[src/rtl/mem_exec_unit.sv]
// mem_exec_unit: single-op memory stage between the LSQ and the data cache.
// Build option MEM_MISALIGN_EXC_EN: trap misaligned H/W ops instead of issuing them.
package mem_exec_pkg;
    localparam int CPU_DATA_BITS = 32;
    localparam int TAG_BITS      = 6;
    localparam logic [6:0] OPC_LOAD  = 7'b0000011;
    localparam logic [6:0] OPC_STORE = 7'b0100011;

    typedef struct packed {
        logic [CPU_DATA_BITS-1:0] data;
    } src_t;

    typedef struct packed {
        logic                is_valid;
        logic [6:0]          opcode;
        logic [2:0]          funct3;
        logic [TAG_BITS-1:0] dest_tag;
        src_t                src_0_a;
        src_t                src_1_a;
    } instruction_t;

    typedef struct packed {
        logic                     is_valid;
        logic [TAG_BITS-1:0]      dest_tag;
        logic [CPU_DATA_BITS-1:0] result;
        logic                     exception;
    } writeback_packet_t;
endpackage

module mem_exec_unit
    import mem_exec_pkg::*;
#(
    parameter int ADDR_BITS = 32,
    parameter int DRAIN_MAX = 15
) (
    input  logic                     clk,
    input  logic                     rst,
    input  logic                     flush,
    input  instruction_t             execute_pkt,
    output logic                     alu_rdy,
    output logic                     cache_stall,
    output logic                     dcache_req_valid,
    input  logic                     dcache_req_rdy,
    output logic                     dcache_req_we,
    output logic [ADDR_BITS-1:0]     dcache_req_addr,
    output logic [CPU_DATA_BITS-1:0] dcache_req_wdata,
    output logic [3:0]               dcache_req_wmask,
    input  logic                     dcache_resp_valid,
    input  logic [CPU_DATA_BITS-1:0] dcache_resp_data,
    output writeback_packet_t        cdb_out,
    input  logic                     cdb_grant,
    output logic [1:0]               dbg_state
);

    localparam int DW = $clog2(DRAIN_MAX + 1);
    localparam logic [DW-1:0] DRAIN_SAT = DW'(DRAIN_MAX);

    typedef enum logic [1:0] {S_IDLE = 2'd0, S_REQ = 2'd1, S_WAIT = 2'd2, S_WB = 2'd3} state_t;

    state_t                   state_q, state_d;
    logic                     we_q, we_d;
    logic [ADDR_BITS-1:0]     addr_q, addr_d;
    logic [CPU_DATA_BITS-1:0] wdata_q, wdata_d;
    logic [3:0]               wmask_q, wmask_d;
    logic [2:0]               funct3_q, funct3_d;
    logic [1:0]               off_q, off_d;
    logic [TAG_BITS-1:0]      tag_q, tag_d;
    writeback_packet_t        cdb_q, cdb_d;
    logic [DW-1:0]            drain_q, drain_d;

    logic [ADDR_BITS-1:0]     in_addr;
    logic [1:0]               in_off;
    logic                     in_misalign;
    logic [CPU_DATA_BITS-1:0] in_wdata;
    logic [3:0]               in_wmask;
    logic [CPU_DATA_BITS-1:0] resp_shifted;
    logic [CPU_DATA_BITS-1:0] load_val;
    logic                     drain_inc;

    assign in_addr = execute_pkt.src_0_a.data[ADDR_BITS-1:0];

    // Lane offset, misalign check and store lane replication for the incoming op.
    always_comb begin
        in_misalign = 1'b0;
        in_off      = in_addr[1:0];
        in_wdata    = execute_pkt.src_1_a.data;
        in_wmask    = 4'b1111;
`ifdef MEM_MISALIGN_EXC_EN
        case (execute_pkt.funct3[1:0])
            2'b01:   in_misalign = in_addr[0];
            2'b10:   in_misalign = (in_addr[1:0] != 2'b00);
            default: in_misalign = 1'b0;
        endcase
`else
        case (execute_pkt.funct3[1:0])
            2'b01:   in_off = {in_addr[1], 1'b0};
            2'b10:   in_off = 2'b00;
            default: in_off = in_addr[1:0];
        endcase
`endif
        case (execute_pkt.funct3[1:0])
            2'b00: begin
                in_wdata = {4{execute_pkt.src_1_a.data[7:0]}};
                in_wmask = 4'b0001 << in_off;
            end
            2'b01: begin
                in_wdata = {2{execute_pkt.src_1_a.data[15:0]}};
                in_wmask = 4'b0011 << in_off;
            end
            default: ;
        endcase
    end

    assign resp_shifted = dcache_resp_data >> {off_q, 3'b000};

    always_comb begin
        case (funct3_q)
            3'b000:  load_val = {{(CPU_DATA_BITS-8){resp_shifted[7]}}, resp_shifted[7:0]};
            3'b001:  load_val = {{(CPU_DATA_BITS-16){resp_shifted[15]}}, resp_shifted[15:0]};
            3'b100:  load_val = {{(CPU_DATA_BITS-8){1'b0}}, resp_shifted[7:0]};
            3'b101:  load_val = {{(CPU_DATA_BITS-16){1'b0}}, resp_shifted[15:0]};
            default: load_val = resp_shifted;
        endcase
    end

    // execute_pkt/alu_rdy: an op transfers in any cycle where alu_rdy && execute_pkt.is_valid;
    // dcache_req: fields stay stable while dcache_req_valid is high until dcache_req_rdy.
    always_comb begin
        state_d   = state_q;
        we_d      = we_q;
        addr_d    = addr_q;
        wdata_d   = wdata_q;
        wmask_d   = wmask_q;
        funct3_d  = funct3_q;
        off_d     = off_q;
        tag_d     = tag_q;
        cdb_d     = cdb_q;
        drain_d   = drain_q;
        drain_inc = 1'b0;
        alu_rdy   = (state_q == S_IDLE) && (drain_q == '0) && !flush;

        if (dcache_resp_valid && (drain_q != '0)) begin
            drain_d = drain_q - DW'(1);
        end

        case (state_q)
            S_IDLE: begin
                if (alu_rdy && execute_pkt.is_valid) begin
                    we_d     = (execute_pkt.opcode == OPC_STORE);
                    addr_d   = {in_addr[ADDR_BITS-1:2], 2'b00};
                    wdata_d  = (execute_pkt.opcode == OPC_STORE) ? in_wdata : '0;
                    wmask_d  = (execute_pkt.opcode == OPC_STORE) ? in_wmask : 4'b0000;
                    funct3_d = execute_pkt.funct3;
                    off_d    = in_off;
                    tag_d    = execute_pkt.dest_tag;
                    if (in_misalign) begin
                        cdb_d.is_valid  = 1'b1;
                        cdb_d.dest_tag  = execute_pkt.dest_tag;
                        cdb_d.result    = '0;
                        cdb_d.exception = 1'b1;
                        state_d         = S_WB;
                    end else begin
                        state_d = S_REQ;
                    end
                end
            end
            S_REQ: begin
                if (flush) begin
                    state_d   = S_IDLE;
                    drain_inc = dcache_req_rdy && !we_q;
                end else if (dcache_req_rdy) begin
                    if (we_q) begin
                        cdb_d.is_valid  = 1'b1;
                        cdb_d.dest_tag  = tag_q;
                        cdb_d.result    = '0;
                        cdb_d.exception = 1'b0;
                        state_d         = S_WB;
                    end else begin
                        state_d = S_WAIT;
                    end
                end
            end
            S_WAIT: begin
                if (flush) begin
                    // A response arriving with the flush is simply dropped; nothing is owed.
                    state_d   = S_IDLE;
                    drain_inc = !dcache_resp_valid;
                end else if (dcache_resp_valid) begin
                    cdb_d.is_valid  = 1'b1;
                    cdb_d.dest_tag  = tag_q;
                    cdb_d.result    = load_val;
                    cdb_d.exception = 1'b0;
                    state_d         = S_WB;
                end
            end
            S_WB: begin
                if (flush || cdb_grant) begin
                    cdb_d   = '0;
                    state_d = S_IDLE;
                end
            end
            default: state_d = S_IDLE;
        endcase

        if (drain_inc && (drain_q != DRAIN_SAT)) begin
            drain_d = drain_q + DW'(1);
        end
    end

    always_ff @(posedge clk or negedge rst) begin
        if (!rst) begin
            state_q  <= S_IDLE;
            we_q     <= 1'b0;
            addr_q   <= '0;
            wdata_q  <= '0;
            wmask_q  <= 4'b0000;
            funct3_q <= 3'b000;
            off_q    <= 2'b00;
            tag_q    <= '0;
            cdb_q    <= '0;
            drain_q  <= '0;
        end else begin
            state_q  <= state_d;
            we_q     <= we_d;
            addr_q   <= addr_d;
            wdata_q  <= wdata_d;
            wmask_q  <= wmask_d;
            funct3_q <= funct3_d;
            off_q    <= off_d;
            tag_q    <= tag_d;
            cdb_q    <= cdb_d;
            drain_q  <= drain_d;
        end
    end

    assign cache_stall      = (state_q != S_IDLE);
    assign dcache_req_valid = (state_q == S_REQ);
    assign dcache_req_we    = we_q;
    assign dcache_req_addr  = addr_q;
    assign dcache_req_wdata = wdata_q;
    assign dcache_req_wmask = wmask_q;
    assign cdb_out          = cdb_q;
    assign dbg_state        = state_q;

endmodule

[config.mk]
export PLATFORM = sky130hd
export DESIGN_NAME = mem_exec_unit
export DESIGN_NICKNAME = d
export VERILOG_FILES = /design/src/rtl/mem_exec_unit.sv
export SDC_FILE = /design/constraint.sdc
export NUM_CORES = 1
export LEC_CHECK = 0
export BUFFER_PORTS_ARGS = -buffer_cell sky130_fd_sc_hd__buf_4
export CORE_AREA = 10 10 95 181
export DETAILED_ROUTE_END_ITERATION = 6
export DIE_AREA = 0 0 105 191
export HOLD_SLACK_MARGIN = 0.05
export PLACE_DENSITY = 0.75
export SYNTH_ARGS = -nofsm -noshare
export SYNTH_HDL_FRONTEND = slang
export SYNTH_SLANG_ARGS = --single-unit
[constraint.sdc]
create_clock -name clk -period 2.4 [get_ports clk]
set_input_delay 0.6 -clock clk [delete_from_list [all_inputs] [get_ports clk]]
set_output_delay 0.6 -clock clk [all_outputs]
set_load 0.01 [all_outputs]
Yosys cells after proc, flatten, opt, wreduce, memory -nomap -nowiden
Index checks and enable logic that the tools add are counted.
Storage, ports and cells
  input port bits: 119
  register bits: 124
  output and inout bits: 114
Operators by class
  shift operators: 3
  add/sub/neg operators: 2
  reductions and logical operators: 20
  bitwise gates (word level): 1
  muxes and demuxes: 26
  equal/unequal tests: 19
Operator list (number)
  40-bit two-way mux: 6
  32-bit one-hot mux with 4 select lines: 1
  40-bit one-hot mux with 3 select lines: 1
  32-bit one-hot mux with 2 select lines: 1
  32-bit two-way mux: 1
  32-bit by 5-bit right shift with 32-bit output: 1
  2-bit two-way mux: 6
  4-bit two-way mux: 3
  2-bit != test, second input constant: 4
  2-bit one-hot mux with 4 select lines: 1
  4-bit one-hot mux with 2 select lines: 1
  7-bit by 6-bit equality test with 1-bit output, second input constant: 1
  7-bit AND reduction: 1
  2-bit equality test, second input constant: 3
  3-bit equality test, second input constant: 2
  1-bit logical AND: 6
  2-bit by 1-bit != test with 1-bit output, second input constant: 3
  4-bit by 1-bit adder with 4-bit output, second input constant: 1
  2-bit by 1-bit equality test with 1-bit output, second input constant: 2
  2-bit logical NOT: 2
  4-bit logical NOT: 1
  4-bit != test, second input constant: 1
  2-bit one-hot mux with 2 select lines: 1
  4-bit AND reduction: 1
  15 further kinds: 20

Depth between registers and ports, before layout
Gate-level depths: netlist of the first run.
  depth after elaboration: 6
  gate-level depth with buffers: 9
  depth with buffers taken out: 9

Worst setup path after synthesis of the first run
OpenSTA, ideal clock, no wires.
  kind: flip-flop to flip-flop
  from: register state_q[0], in the netlist dbg_state[0]
  to: register drain_q[3]
  cell stages (with the launch flop): 10
  setup time: 0.079 ns
  arrival: 2.422 ns
  buffers on the path: 0
  period minus slack after synthesis: 2.501 ns
  setup slack: -0.101 ns
  required time: 2.321 ns
  cell sequence: dfrtp_1 > inv_1 > ha_1 > nor2b_1 > o2111ai_1 > ha_1 > a21o_1 > a211o_1 > mux2i_1 > xor2_1
On the way
  word-level cells in the longest chain between the ends: 4
  elaborated cells on any way between the ends: 6
  classes of those cells: eq/ne: 2; mux: 2; reduce/logical: 2
Ends and longest elaborated chain
  start: declaration: line 60  | state_t state_q, state_d;
  start signal: assignment: line 223  | state_q <= state_d;
  2-bit equality test / 2-bit by 1-bit equality test with 1-bit output (equally long branches): line 146  | case (state_q)
  1-bit one-hot mux with 2 select lines *: line 146
  1-bit logical AND *: line 205  | if (drain_inc && (drain_q != DRAIN_SAT)) begin
  4-bit two-way mux / 2-bit nonzero test (equally long branches)
  end signal: assignment: line 232  | drain_q <= drain_d;
  end: declaration: line 69  | logic [DW-1:0] drain_q, drain_d;
Every way passes the cells marked *; elsewhere a longest branch is shown, timed or not.
A chain may end at the register's enable or synchronous reset.

Worst setup path after layout of the first run
  from: register state_q[1], in the netlist dbg_state[1]
  to: output port cache_stall
On the way
  word-level cells in the longest chain between the ends: 1
Ends and longest elaborated chain
  2-bit nonzero test: line 236  | assign cache_stall = (state_q != S_IDLE);
  end: declaration: line 41  | output logic cache_stall,
No other way between the ends.

==> results by group, run 1 <==
Synth
  – Yosys cell types: 57
  – Number of enable flip-flop cells after synthesis: 0
  – Syn avg cell area: 11.59 µm²
  – Cell Area, Synth: 0.006281 mm²
  – Area fraction in compound gates after synthesis: 0.1916
  – Multiplexer share of the synthesized area: 0.1424
  – Ys async rst share: 1.000
  – Flops & latches, synth: 123
  – Synthesis Warnings: 0
  – Largest family of logic cells by synthesized area: compound AO/OA/AOI/OAI gates
  – Post-synthesis adder-cell area fraction: 0.02510
  – Sequential cell area fraction in the yosys report: 0.4900
  – Fraction of the mapped netlist area in simple logic gates: 0.1020
  – Post-synth top flop: dfrtp_1
  – Xor/xnor share of the synthesized area: 0.004183
  – Mapped Cells: 542

CTS
  – CTS tree: yes
  – Clock root buffer: clkbuf_16
  – Clock-pin slew on the worst setup and hold paths: roughly 0.06 ns
  – Clk Latency, worst-skew pair: 0.41 ns
  – Cts bufs inserted: 17
  – Post-CTS sizing: 0
  – Worst-case clock buffer depth: 2
  – Hold_buf cts: 0
  – CTS sink cnt: 123
  – H-tree Lvls: 4
  – Total setup buffers inserted after CTS: 0

Drt
  – Metal-1 WL: 7186 µm
  – Routed wl met2: 11210 µm
  – First-pass detailed-route iteration total: 4
  – Remaining antenna violation count after routing: 0
  – DRC: 0
  – Drt wl/cell: 20.68 µm
  – Vias: 5336
  – WL final: 20240 µm
  – Met3 routed WL: 1359 µm
  – Vias per cell: 5.450
  – Top layer reached by signal wires: met4
  – Number of DRC markers in iteration 0: between 200 and 250

Power
  – Lkg Pwr: 4.369 nW
  – Maximum VDD drop: 0.5568 mV
  – Pwr dens: 1065 mW/mm²

STA
  – Max-slew headroom: 0.4680
  – Fmax achieved: 442.0 MHz
  – Fin crit share: 0.9428
  – RSZ-0062 raised after global routing: no
  – Pins Over Slew Limit: 0
  – Final setup TNS: 0 ns
  – Final setup viols: 0
  – Final min period: 2.263 ns
  – Final Hold Fails: 0
  – Final setup skew: 0.007590 ns
  – Slew @ Worst Pin: 0.7951 ns

Cells and area
  – Ant. Diodes: 0
  – Final Cell Area: 0.008865 mm²
  – Final net count: 906
  – Seq. cell area: ~0.0031 mm²
  – Synth-to-layout area growth: 41.14%
  – Layout cells sized above 1: 0.4574
  – Multi-input gate area: 0.002965 mm²
  – Fill cells: between 1000 and 1500

Critical path
  – CP required: 1.80 ns
  – Critical path peak fanout: 14
  – Crit Path Class: reg2out
  – WP data arrival: 1.66 ns
  – Worst path cell trace: inv_1 -> ha_2 -> inv_1 -> buf_4 -> buf_4
  – Slowest stage delay, CP: about 0.44 ns
  – Top delay family on crit path: buffers and inverters
  – Buf/Inv on CP: 4
  – Critical path capture point type: primary output
  – CP Launch Type: flop
  – Worst path slowest cell: dfrtp_2

Global routing
  – Initial antenna violation count: 0
  – GRT Residual Overflow: 0
  – Vias in the first global route: 5767
  – Pin count of the biggest net entering global routing: 57
  – Global Route Usage Sum: 0.1966
  – First-pass GRT wire length: 31450 µm

Die
  – Row cnt: slightly above 60
  – Die height: 191 µm
  – Initial core utilization: 0.4400
  – Die W: 105 µm
  – Die area: 0.02006 mm²
  – I/O pin count: 233
  – Core area: 0.01427 mm²

Placed design
  – IO buf count: approximately 230
  – HPWL reported at the end of detailed placement: 15980 µm
  – Placer congestion estimate: between 0.9 and 1
  – Placement-stage cell area: 0.008242 mm²

Outcome
  – Outcome: finished clean

Flow run
  – Max cap viols: 0

Min path
  – Min-Delay Path Class: in2async
-- metal layers --
metal | vias up | global-route usage
li1 | 2467 | -
met3 | 30 | 0.06138
met5 | - | 0
met4 | 0 | 0.08758
met1 | 2625 | 0.1969
met2 | 214 | 0.3618
-- worst paths after layout --
path	cells past startpoint	start	endpoint	slack, ns
min in group clk	2	execute_pkt[41]	dcache_req_addr[9]	0.42
setup / recovery	5	dbg_state[1]	cache_stall	0.14
hold / removal	1	rst	dcache_req_addr[29]	0.16
setup reg to reg	7	dbg_state[0]	cdb_out[31]	0.15
hold reg to reg	2	dcache_req_wdata[23]	dcache_req_wdata[23]	0.49
max in group asynchronous	2	rst	dcache_req_addr[17]	1.44
-- worst reg2reg max path: stages (launching register included) --
cell and delay [ns]:
dfrtp_1 0.38, buf_4 0.16, ha_1 0.29, nor3b_1 0.21, a221oi_4 0.27, buf_4 0.24
nand3_2 0.28, o221ai_1 0.31
-- cell type report --
class | count | area share
inverter | 8 | 0.003387
timing repair buffer | 255 | 0.2188
clock inverter | 10 | 0.01581
sequential | 123 | 0.3474
clock buffer | 21 | 0.05307
multi-input combinational | 370 | 0.3345
tap | 192 | 0.02710
-- cell usage in the layout (no fill, tap or decap), types with 17 or more instances in the layout --
master	Yosys	final
clkbuf_16	0	17
mux2_2	21	21
mux2_4	25	25
a21oi_1	24	24
buf_4	4	253
nor2_1	17	17
dfrtp_1	123	122
nand2_1	47	47
mux2i_1	26	26
o21ai_0	47	47
-- registers in the layout, summed over array words and instances, names as in the netlist --
name / flops
cdb_out: 39
dcache_req_we: 1
tag_q: 6
drain_q: 4
dbg_state: 2
funct3_q: 3
dcache_req_wmask: 4
dcache_req_wdata: 32
off_q: 2
dcache_req_addr: 30
-- Yosys cell counts, types with 2 or more instances --
master | instances | area (µm²)
dfrtp_1 | 123 | 3078
nor4bb_1 | 2 | 20.02
buf_1 | 2 | 7.510
ha_1 | 11 | 137.6
nor3_1 | 11 | 55.05
a21oi_1 | 24 | 120.1
o2bb2ai_1 | 11 | 96.34
o21ai_0 | 47 | 235.2
a22oi_1 | 8 | 60.06
nor2b_1 | 3 | 18.77
nor3b_1 | 3 | 22.52
xor2_1 | 3 | 26.28
o21ai_1 | 2 | 10.01
inv_1 | 8 | 30.03
o221ai_1 | 6 | 52.55
mux2i_1 | 26 | 260.3
or2_2 | 2 | 12.51
buf_6 | 7 | 78.83
a221oi_1 | 2 | 17.52
and3_1 | 4 | 25.02
o2bb2ai_2 | 10 | 150.1
nand3b_1 | 3 | 22.52
buf_2 | 14 | 70.07
clkbuf_1 | 16 | 60.06
buf_4 | 4 | 30.03
nand2_1 | 47 | 176.4
mux2_2 | 21 | 236.5
nor2_1 | 17 | 63.81
mux2_4 | 25 | 375.4
or3_1 | 16 | 100.1
a22o_1 | 11 | 96.34
a21o_1 | 2 | 15.01
o22ai_1 | 9 | 56.30
a32o_1 | 16 | 160.2
nand2b_1 | 4 | 25.02
-- report_power, final --
part           switching (mW)  leakage [nW]  internal, mW
registers               0.409          1.64          2.59
clock network           0.931         0.292          1.71
logic                    2.01          2.44          1.79
total                    3.35          4.37          6.09
-- stage by stage --
stage | util | hold slack [ns] | setup WS [ns] | instances | total power [mW]
6_report | 0.6211 | 0.1569 | 0.1373 | 979 | 9.443
5_1_grt | 0.6211 | 0.1848 | 0.01237 | 979 | 9.949
4_1_cts | 0.6202 | 0.1717 | 0.03567 | 979 | 9.489
3_5_place_dp | 0.5774 | 0.4860 | 0.1404 | 948 | 6.821
3_3_place_gp | 0.5774 | 0.4670 | 0.1813 | 948 | 6.676
2_1_floorplan | - | 0.3044 | 0.001041 | 544 | 5.214
-- logic make-up (layout without fill, tap and decap cells) --
| logic type | after synthesis | count (layout) |
|---|---|---|
| compound gates | 158 | 158 |
| xor+xnor | 3 | 3 |
| fa+ha+maj | 12 | 12 |
| buf+inv | 51 | 294 |
| flops | 123 | 123 |
| mux | 73 | 73 |
| other cells | 1 | 3 |
| simple gates | 121 | 121 |
Power figures use the tool's default switching activity.
==> run 2, diff against run 1 <==
==> constraint.sdc (replaced) <==
create_clock -name clk -period 2.4 [get_ports clk]
set_input_delay 0.12 -clock clk [delete_from_list [all_inputs] [get_ports clk]]
set_output_delay 0.12 -clock clk [all_outputs]
set_load 0.01 [all_outputs]
==> run 2 against run 1 <==
Register-to-register slack got worse by 0.05 ns. Routed wire length rose by 4.1%. Combinational power rose by 1%. Die area did not move. Largest cell class unchanged. Highest routed layer unchanged.
==> results by group, run 2 (synthesis gave the netlist of run 1 again) <==
Die
  – Initial core utilization: 0.4400
  – Die height: 191 µm
  – Die area: ~0.02 mm²
  – Row cnt: 62
  – Die W: 105 µm
  – Core area: 0.01427 mm²
  – I/O pin count: 233

Drt
  – Vias: approximately 5600
  – DRC: 0
  – Number of DRC markers in iteration 0: approximately 200
  – Drt wl/cell: roughly 20 µm
  – WL final: roughly 21000 µm
  – Remaining antenna violation count after routing: 0
  – First-pass detailed-route iteration total: 6
  – Vias per cell: about 5.4

Min path
  – Min-Delay Path Class: in2reg
  – Hold path endpoint: dcache_req_wdata[12]
  – Worst hold path depth: 3
  – Min-Delay Startpoint: execute_pkt[12]

Critical path
  – CP Launch Type: flop
  – Worst R2R End: drain_q[3]
  – FF-to-FF setup slack: 0.10 ns
  – CP required: around 2.7 ns
  – Critical path peak fanout: 5
  – Worst reg2reg path depth: 9
  – Crit Path Class: reg2reg
  – Critical path capture point type: flop
  – WP data arrival: between 2 and 3 ns
  – Critical R2R Launch: dbg_state[0]

Cells and area
  – Multi-input gate area: 0.002952 mm²
  – Number of flip-flops in the largest register: 39
  – Final net count: ~960
  – Fill cells: between 1000 and 1500
  – Synth-to-layout area growth: 48.43%
  – Most frequent cells in the layout: buf_4 (247), dfrtp_1 (123), dlygate4sd3_1 (57), nand2_1 (47), o21ai_0 (47)
  – Non-Filler Instances: 1034
  – Utilization after layout: 0.6531
  – Seq. cell area: 0.003078 mm²
  – Most common cell after layout, fill and taps aside: buf_4
  – Layout cells sized above 1: 0.4207

STA
  – Final setup skew: 0.01550 ns
  – Final min period: 2.298 ns
  – RSZ-0062 raised after global routing: no
  – WHS: 0.06460 ns
  – Fmax achieved: between 400 and 500 MHz
  – Slew @ Worst Pin: 0.7014 ns
  – Fin crit share: 0.9576
  – Pins Over Slew Limit: 0
  – Final Hold Fails: 0
  – Max-slew headroom: 0.5324
  – Final setup viols: 0

CTS
  – CTS sink cnt: roughly 120
  – H-tree Lvls: 4
  – CTS tree: yes
  – Worst-case clock buffer depth: 2
  – Clock-pin slew on the worst setup and hold paths: roughly 0.070 ns
  – Cts bufs inserted: 17
  – Clock root buffer: clkbuf_16
  – Clk Latency, worst-skew pair: around 0.4 ns

Placed design
  – IO buf count: 229
  – Placer congestion estimate: 0.8933
  – HPWL reported at the end of detailed placement: 15640 µm
  – Cells after DPL: 940

Outcome
  – Outcome: finished clean

Global routing
  – Initial antenna violation count: 3
  – Vias in the first global route: 6142
  – First-pass GRT wire length: 33230 µm
  – Pin count of the biggest net entering global routing: 124
  – Global Route Usage Sum: 0.2054
  – GRT Residual Overflow: 0

Flow run
  – Max cap viols: 0

Power
  – Lkg Pwr: 4.546 nW
  – Pwr dens: 988.7 mW/mm²
  – Maximum VDD drop: 0.5151 mV
-- run 2: cell types whose count changed in the layout (fill, tap and decap cells not counted), moves of 2 or more --
cell,delta
buf_4,-6
clkbuf_8,-2
diode_2,+3
inv_6,+4
clkinvlp_4,+2
bufinv_16,-3
dlygate4sd3_1,+57
-- run 2: worst max path at each step --
stage,start,end,slack [ns],cells past startpoint
after global routing,dbg_state[0],drain_q[3],0.005,9
after floorplan,dbg_state[0],drain_q[3],0.001,9
after detailed placement,dbg_state[0],drain_q[3],-0.06,9
final,dbg_state[0],drain_q[3],0.10,9
after global placement,dbg_state[0],drain_q[3],0.14,9
after CTS,dbg_state[0],drain_q[3],0.05,9
-- run 2: power by group --
| group | total [mW] | internal, mW | switching, mW |
|---|---|---|---|
| combinational | 3.84 | 1.82 | 2.02 |
| clock | 2.38 | 1.37 | 1.01 |
| sequential | 3.00 | 2.59 | 0.408 |
| total | 9.22 | 5.78 | 3.44 |
-- run 2: worst max-delay path, cell delays in order (launching register included) --
cell       delay [ns]
dfrtp_1          0.37
inv_1            0.15
ha_1             0.23
nor2b_2          0.19
o2111ai_2        0.15
ha_1             0.29
a21o_1           0.20
a211o_1          0.30
mux2i_1          0.17
xor2_1           0.18
-- run 2: layer usage --
layer	vias up	wire, µm	GRT usage
met1	2719	7373	0.2042
met3	46	1493	0.06880
met4	0	721	0.09501
met2	226	11480	0.3746
li1	2578	-	-
met5	-	0	0
-- run 2: through the flow --
stage | setup WS, ns | power, mW | area, µm² | TNS [ns]
6_report | 0.1018 | 9.217 | 9323 | 0
5_1_grt | 0.005420 | 9.729 | 9323 | 0
4_1_cts | 0.05041 | 9.259 | 9305 | 0
3_5_place_dp | -0.05700 | 6.775 | 8177 | -0.05700
3_3_place_gp | 0.1376 | 6.611 | 8177 | 0
2_1_floorplan | 0.001041 | 5.211 | 6295 | 0
-- run 2: area by class of cell --
type                       count  area share
timing repair buffer         306      0.2644
clock inverter                14     0.01194
inverter                       8    0.003221
tap                          192     0.02577
sequential                   123      0.3302
multi-input combinational    370      0.3166
clock buffer                  18     0.04711
antenna                        3   0.0008053
-- run 2: timing repair --
item	CTS	global route
hold endpoints to repair	179	0
setup endpoints to repair	1	2
setup buffers	1	1
resized for setup	0	1
pin swaps	0	1
hold buffers	57	0
